<file path="config.mk">
export PLATFORM = sky130hd
export DESIGN_NAME = sb_deserializer_fifo
export DESIGN_NICKNAME = d
export VERILOG_FILES = /design/src/rtl/sb_pkg.sv /design/src/rtl/sb_word_fifo.sv /design/src/rtl/sb_deserializer_fifo.sv
export SDC_FILE = /design/constraint.sdc
export NUM_CORES = 1
export LEC_CHECK = 0
export CAP_MARGIN = 20
export CORE_ASPECT_RATIO = 2
export CORE_MARGIN = 3
export CORE_UTILIZATION = 45
export DETAILED_ROUTE_END_ITERATION = 6
export PLACE_DENSITY = 0.73
export SETUP_SLACK_MARGIN = 0.1
export SLEW_MARGIN = 20
export SYNTH_ARGS = -nofsm -noshare
export SYNTH_HDL_FRONTEND = slang
export SYNTH_SLANG_ARGS = --single-unit
</file>
<file path="constraint.sdc">
create_clock -name clk -period 2.2 [get_ports clk]
set_input_delay 0.55 -clock clk [delete_from_list [all_inputs] [get_ports clk]]
set_output_delay 0.55 -clock clk [all_outputs]
set_load 0.02 [all_outputs]
</file>
<file path="src/rtl/sb_pkg.sv">
// Shared types and width helpers for the sideband deserializer and its word FIFO.
// Counter widths are clamped to at least one bit so degenerate parameters stay legal.
package sb_pkg;

    typedef enum logic {
        RECV = 1'b0,
        GAP  = 1'b1
    } sb_state_e;

    localparam int SB_WORD_W  = 64;
    localparam int SB_MIN_GAP = 32;

    function automatic int bit_cnt_w(input int width);
        return (width > 2) ? $clog2(width) : 1;
    endfunction

    function automatic int gap_cnt_w(input int min_gap);
        return (min_gap > 0) ? $clog2(min_gap + 1) : 1;
    endfunction

    function automatic int ptr_w(input int depth);
        return (depth > 1) ? $clog2(depth) : 1;
    endfunction

endpackage

</file>
<file path="src/rtl/sb_word_fifo.sv">
// DEPTH-entry word FIFO with registered head, no fall-through, and a drop strobe
// for a push that finds the FIFO full without a same-cycle pop.
module sb_word_fifo
    import sb_pkg::*;
#(
    parameter int WIDTH = SB_WORD_W,
    parameter int DEPTH = 2
) (
    input  logic                         clk,
    input  logic                         rst,
    input  logic                         push,
    input  logic [WIDTH-1:0]             push_data,
    input  logic                         pop,
    output logic                         full,
    output logic                         empty,
    output logic [WIDTH-1:0]             head_data,
    output logic [$clog2(DEPTH+1)-1:0]   count,
    output logic                         dropped
);

    localparam int PTR_W = ptr_w(DEPTH);
    localparam int CNT_W = $clog2(DEPTH + 1);

    logic [WIDTH-1:0] mem_q [DEPTH];
    logic [WIDTH-1:0] mem_d [DEPTH];
    logic [PTR_W-1:0] wr_ptr_q, wr_ptr_d;
    logic [PTR_W-1:0] rd_ptr_q, rd_ptr_d;
    logic [CNT_W-1:0] count_q, count_d;
    logic             do_push;
    logic             do_pop;

    // Pointers wrap explicitly so non-power-of-two depths work.
    function automatic logic [PTR_W-1:0] ptr_inc(input logic [PTR_W-1:0] p);
        return (p == PTR_W'(DEPTH - 1)) ? '0 : p + PTR_W'(1);
    endfunction

    assign empty     = (count_q == '0);
    assign full      = (count_q == CNT_W'(DEPTH));
    assign do_pop    = pop && !empty;
    assign do_push   = push && (!full || do_pop);
    assign dropped   = push && full && !do_pop;
    assign head_data = empty ? '0 : mem_q[rd_ptr_q];
    assign count     = count_q;

    always_comb begin
        mem_d    = mem_q;
        wr_ptr_d = wr_ptr_q;
        rd_ptr_d = rd_ptr_q;
        if (do_push) begin
            mem_d[wr_ptr_q] = push_data;
            wr_ptr_d        = ptr_inc(wr_ptr_q);
        end
        if (do_pop) begin
            rd_ptr_d = ptr_inc(rd_ptr_q);
        end
        count_d = count_q + CNT_W'(do_push) - CNT_W'(do_pop);
    end

    always_ff @(posedge clk) begin
        if (rst) begin
            for (int i = 0; i < DEPTH; i++) begin
                mem_q[i] <= '0;
            end
            wr_ptr_q <= '0;
            rd_ptr_q <= '0;
            count_q  <= '0;
        end else begin
            mem_q    <= mem_d;
            wr_ptr_q <= wr_ptr_d;
            rd_ptr_q <= rd_ptr_d;
            count_q  <= count_d;
        end
    end

endmodule

</file>
<file path="src/rtl/sb_deserializer_fifo.sv">
// Sideband serial-to-parallel receiver: qualified bit capture, post-word idle-gap
// enforcement, sticky overflow/gap error flags, and a buffered ready/valid output.
module sb_deserializer_fifo
    import sb_pkg::*;
#(
    parameter int WIDTH     = SB_WORD_W,
    parameter int DEPTH     = 2,
    parameter int MIN_GAP   = SB_MIN_GAP,
    parameter bit MSB_FIRST = 1'b0
) (
    input  logic                         clk,
    input  logic                         rst,
    input  logic                         in_valid,
    input  logic                         in_data,
    input  logic                         out_ready,
    output logic                         out_valid,
    output logic [WIDTH-1:0]             out_data,
    output logic [$clog2(DEPTH+1)-1:0]   fill_level,
    output logic                         overflow,
    output logic                         gap_err,
    input  logic                         clear_err
);

    localparam int BIT_W    = bit_cnt_w(WIDTH);
    localparam int GAP_W    = gap_cnt_w(MIN_GAP);
    localparam int GAP_LAST = (MIN_GAP > 0) ? MIN_GAP - 1 : 0;

    sb_state_e        state_q, state_d;
    logic [BIT_W-1:0] bit_cnt_q, bit_cnt_d;
    logic [GAP_W-1:0] gap_cnt_q, gap_cnt_d;
    logic [WIDTH-1:0] word_q, word_d;
    logic             overflow_q, overflow_d;
    logic             gap_err_q, gap_err_d;
    logic [BIT_W-1:0] bit_idx;
    logic             push;
    logic [WIDTH-1:0] push_word;
    logic             gap_hit;
    logic             fifo_full;
    logic             fifo_empty;
    logic             fifo_dropped;

    always_comb begin
        state_d   = state_q;
        bit_cnt_d = bit_cnt_q;
        gap_cnt_d = gap_cnt_q;
        word_d    = word_q;
        push      = 1'b0;
        push_word = word_q;
        gap_hit   = 1'b0;
        bit_idx   = MSB_FIRST ? (BIT_W'(WIDTH - 1) - bit_cnt_q) : bit_cnt_q;

        case (state_q)
            RECV: begin
                if (in_valid) begin
                    word_d[bit_idx] = in_data;
                    if (bit_cnt_q == BIT_W'(WIDTH - 1)) begin
                        push      = 1'b1;
                        push_word = word_d;
                        bit_cnt_d = '0;
                        if (MIN_GAP > 0) begin
                            state_d = GAP;
                        end
                    end else begin
                        bit_cnt_d = bit_cnt_q + BIT_W'(1);
                    end
                end
            end
            GAP: begin
                // A stray bit restarts the idle window and is not captured.
                if (in_valid) begin
                    gap_hit   = 1'b1;
                    gap_cnt_d = '0;
                end else if (gap_cnt_q == GAP_W'(GAP_LAST)) begin
                    gap_cnt_d = '0;
                    state_d   = RECV;
                end else begin
                    gap_cnt_d = gap_cnt_q + GAP_W'(1);
                end
            end
        endcase

        overflow_d = fifo_dropped | (overflow_q & ~clear_err);
        gap_err_d  = gap_hit | (gap_err_q & ~clear_err);
    end

    always_ff @(posedge clk) begin
        if (rst) begin
            state_q    <= RECV;
            bit_cnt_q  <= '0;
            gap_cnt_q  <= '0;
            word_q     <= '0;
            overflow_q <= 1'b0;
            gap_err_q  <= 1'b0;
        end else begin
            state_q    <= state_d;
            bit_cnt_q  <= bit_cnt_d;
            gap_cnt_q  <= gap_cnt_d;
            word_q     <= word_d;
            overflow_q <= overflow_d;
            gap_err_q  <= gap_err_d;
        end
    end

    sb_word_fifo #(
        .WIDTH (WIDTH),
        .DEPTH (DEPTH)
    ) u_fifo (
        .clk       (clk),
        .rst       (rst),
        .push      (push),
        .push_data (push_word),
        .pop       (out_valid && out_ready),
        .full      (fifo_full),
        .empty     (fifo_empty),
        .head_data (out_data),
        .count     (fill_level),
        .dropped   (fifo_dropped)
    );

    assign out_valid = !fifo_empty;
    assign overflow  = overflow_q;
    assign gap_err   = gap_err_q;

endmodule

</file>
==> impl_metrics.ini <==
[global_routing]
grt_pass1_vias = 7334
overflow = 0
grt_first_pass_wirelength_mm = 38.7
track_usage = 0.221
antenna_found_initial = 0
grt_max_degree = 115

[status]
status = finished with violations
violations = setup timing

[sta]
rsz0062_at_grt = yes
fin_ws_ns = -0.135
period_needed_ns = 2.33
fmax_ghz = 0.428
drv_slew = 0
hold_violations = 0
maxSlewHeadroom = 0.602
tightest_slew_ns = 0.597
fin_tns_setup_ns = -2.76
clock_skew_ns = 0.0191
fin_crit_sh = 1.06
setup_viol = 42

[logic_synthesis]
yosys-top-cells-area = dfxtp_1 48%, mux2i_1 11%, a22o_1 6.0%
synth_seq_cells = 211
synthArstFlopShare = 0
yosys.area.top_type_share = 0.477
synth_edf_count = 0
synth.avg_cell_area_um2 = 8.77
yosysWarnings = 0
ys_seq_area_frac = 0.477
yosysTopAreaCell = dfxtp_1
syn_inst = 1010
yosysUniqueCellTypes = 46
synth_flop_cell = dfxtp_1
mappedNetlistArea_mm2 = 0.00886
syn-num-nets = 1019

[clocking]
cts_buffers = 19
cts_max_level = 1
cts_tree = built
path_clk_slew_ns = 0.07
postCtsHoldBufs = 0
clock-root-buffer = clkbuf_16
clkLatencyLatePin_ns = 0.49
cts_buffer_depth = 3
cts.sinks = 211

[detailed_routing]
totalWireLength_mm = 25.6
drt_first_pass_iters = 5
dr_total_vias = 7819
drt-wirelength-per-cell_um = 18.4
drtIter0Drc = 527
ant_nets = 0
vias_per_cell = 5.63
remaining_drc_errors = 0

[layout]
area_growth_pct = 28.0
drive_gt1_frac = 0.212
design_area_mm2 = 0.0113
antenna_cells = 0
layout.nets = 1127

[critical_path]
crit_chain = buf_4, clkbuf_16, buf_4, mux2i_4, nor2_1, buf_4
rr_startpoint = bit_cnt_q[0]
slowest_stage = dfxtp_4
reg2regPathDepth = 8
reg2reg_slack_ns = 0.15
cp_common_cell = buf_4
cp-startpoint = u_fifo.rd_ptr_q
worstPathRequired_ns = 1.65
crit_path_end_kind = primary output
timing.rr.end = u_fifo.mem_q[68]
critPathMaxStageDelay_ns = 0.43
endpoint = out_data[48]
cp-start-kind = register
path_class = reg2out
cp_max_fo = 7
critPathArrivalTime_ns = 1.78

[floorplan]
num_io_pins = 75
core_mm2 = 0.0194
die_h_um = 204
die-width_um = 105
initial_utilization = 0.457
die-area_mm2 = 0.0215
rows = 72

[hold_path]
hold_class = reg2reg

[placement]
io_buffers = 74
gp_congestion = 0.842
dp_hpwl_mm = 15.5
placed_area_mm2 = 0.0102

[pwr]
ir_worst_vdd_v = 0.000510
p_leak_uw = 0.00414
p_per_area_mw_per_mm2 = 733

[flow_run]
maxCapViolations = 0
cell families after synthesis:
family,count (synthesis),synth area share
DFF,211,0.477
muxes,98,0.111
and+or+nand+nor,375,0.197
buffers and inverters,99,0.0520
adders and majority gates,3,0.00424
AOI/OAI and AO/OA,219,0.154
xor gates and xnor gates,5,0.00495
per-stage QoR:
stage          cells  hold WS [ns]  power (uW)   util  setup WS [ns]
3_5_place_dp    1320         0.446        4650  0.528         -0.177
3_3_place_gp    1320         0.441        4640  0.528         -0.158
2_1_floorplan   1010         0.425        4380      -          0.295
5_1_grt         1389         0.471        8540  0.585         -0.159
6_report        1389         0.454        8300  0.585         -0.135
4_1_cts         1369         0.455        8110  0.572         -0.162
registers in the layout, indices dropped and copies added, names as in the netlist:
name and count:
overflow 1, bit_cnt_q 6, word_q 64, gap_err 1
u_fifo.rd_ptr_q 1, u_fifo.mem_q 128, gap_cnt_q 6, u_fifo.count 2
state_q 1, u_fifo.wr_ptr_q 1
how the worst min path moves through the flow:
stage          slack, ns              start  cells past startpoint                 to
3_3_place_gp        0.44   u_fifo.mem_q[76]                      2   u_fifo.mem_q[76]
2_1_floorplan       0.42   u_fifo.mem_q[60]                      2   u_fifo.mem_q[60]
5_1_grt             0.47   u_fifo.mem_q[75]                      2   u_fifo.mem_q[75]
3_5_place_dp        0.45   u_fifo.mem_q[85]                      2   u_fifo.mem_q[85]
6_report            0.45  u_fifo.mem_q[116]                      2  u_fifo.mem_q[116]
4_1_cts             0.46  u_fifo.mem_q[122]                      2  u_fifo.mem_q[122]
critical path: cells and delay by family (launching register included):
family | cells | cell delay [ns]
mux | 1 | 0.23
flops | 1 | 0.43
buf+inv | 4 | 0.57
simple gates | 1 | 0.06
power breakdown:
part / leakage (uW) / switching, uW / internal [uW]
Clock: 0.000299 / 1450 / 1770
Combinational: 0.00214 / 611 / 610
Sequential: 0.00170 / 26.5 / 3840
Total: 0.00414 / 2090 / 6220
cells in the final DEF, fill, tap and decap left out, drive strengths merged, types with 3 or more instances in the layout:
cell,n
mux2i,98
and3b,5
xor2,3
clkinv,6
clkdlybuf4s50,6
dfxtp,211
nor2,114
nand3,23
a21oi,103
o21ai,42
nand2b,3
and3,3
nand3b,8
nor3,17
nor2b,6
nor3b,6
nand4,36
clkbuf,32
nand2,140
or3b,3
dlygate4sd2,12
buf,158
a22o,61
a31oi,4
inv,4
ha,3
layer usage:
| layer | routed length, um | GRT usage | part of all wire |
|---|---|---|---|
| met1 | 9660 | 0.247 | 0.38 |
| met2 | 13900 | 0.409 | 0.54 |
| met3 | 1070 | 0.0269 | 0.042 |
| met4 | 948 | 0.103 | 0.037 |
| met5 | 0 | 0 | 0 |
final cells by class:
type | count | area [um^2]
Multi-Input combinational cell | 700 | 4410
Timing Repair Buffer | 182 | 1750
Clock inverter | 7 | 48.8
Tap cell | 259 | 324
Inverter | 4 | 15.0
Clock buffer | 26 | 552
Sequential cell | 211 | 4230
Fill cell | 1680 | 8030
Yosys cell counts (16+ instances only):
library cell  instances
a22o_1               61
nor2_1              114
clkbuf_1             49
o21ai_0              42
nand3_1              23
buf_2                26
mux2i_1              98
a21oi_1             102
nor3_1               16
nand4_1              35
dfxtp_1             211
nand2_1             140
repair_timing:
action                     4_1_cts  5_1_grt
setup buffers                   12       16
cloned                           4        4
pin swaps                        2        4
resized for setup              217       99
setup endpoints to repair       68       74
(Power assumes the default switching activity.)
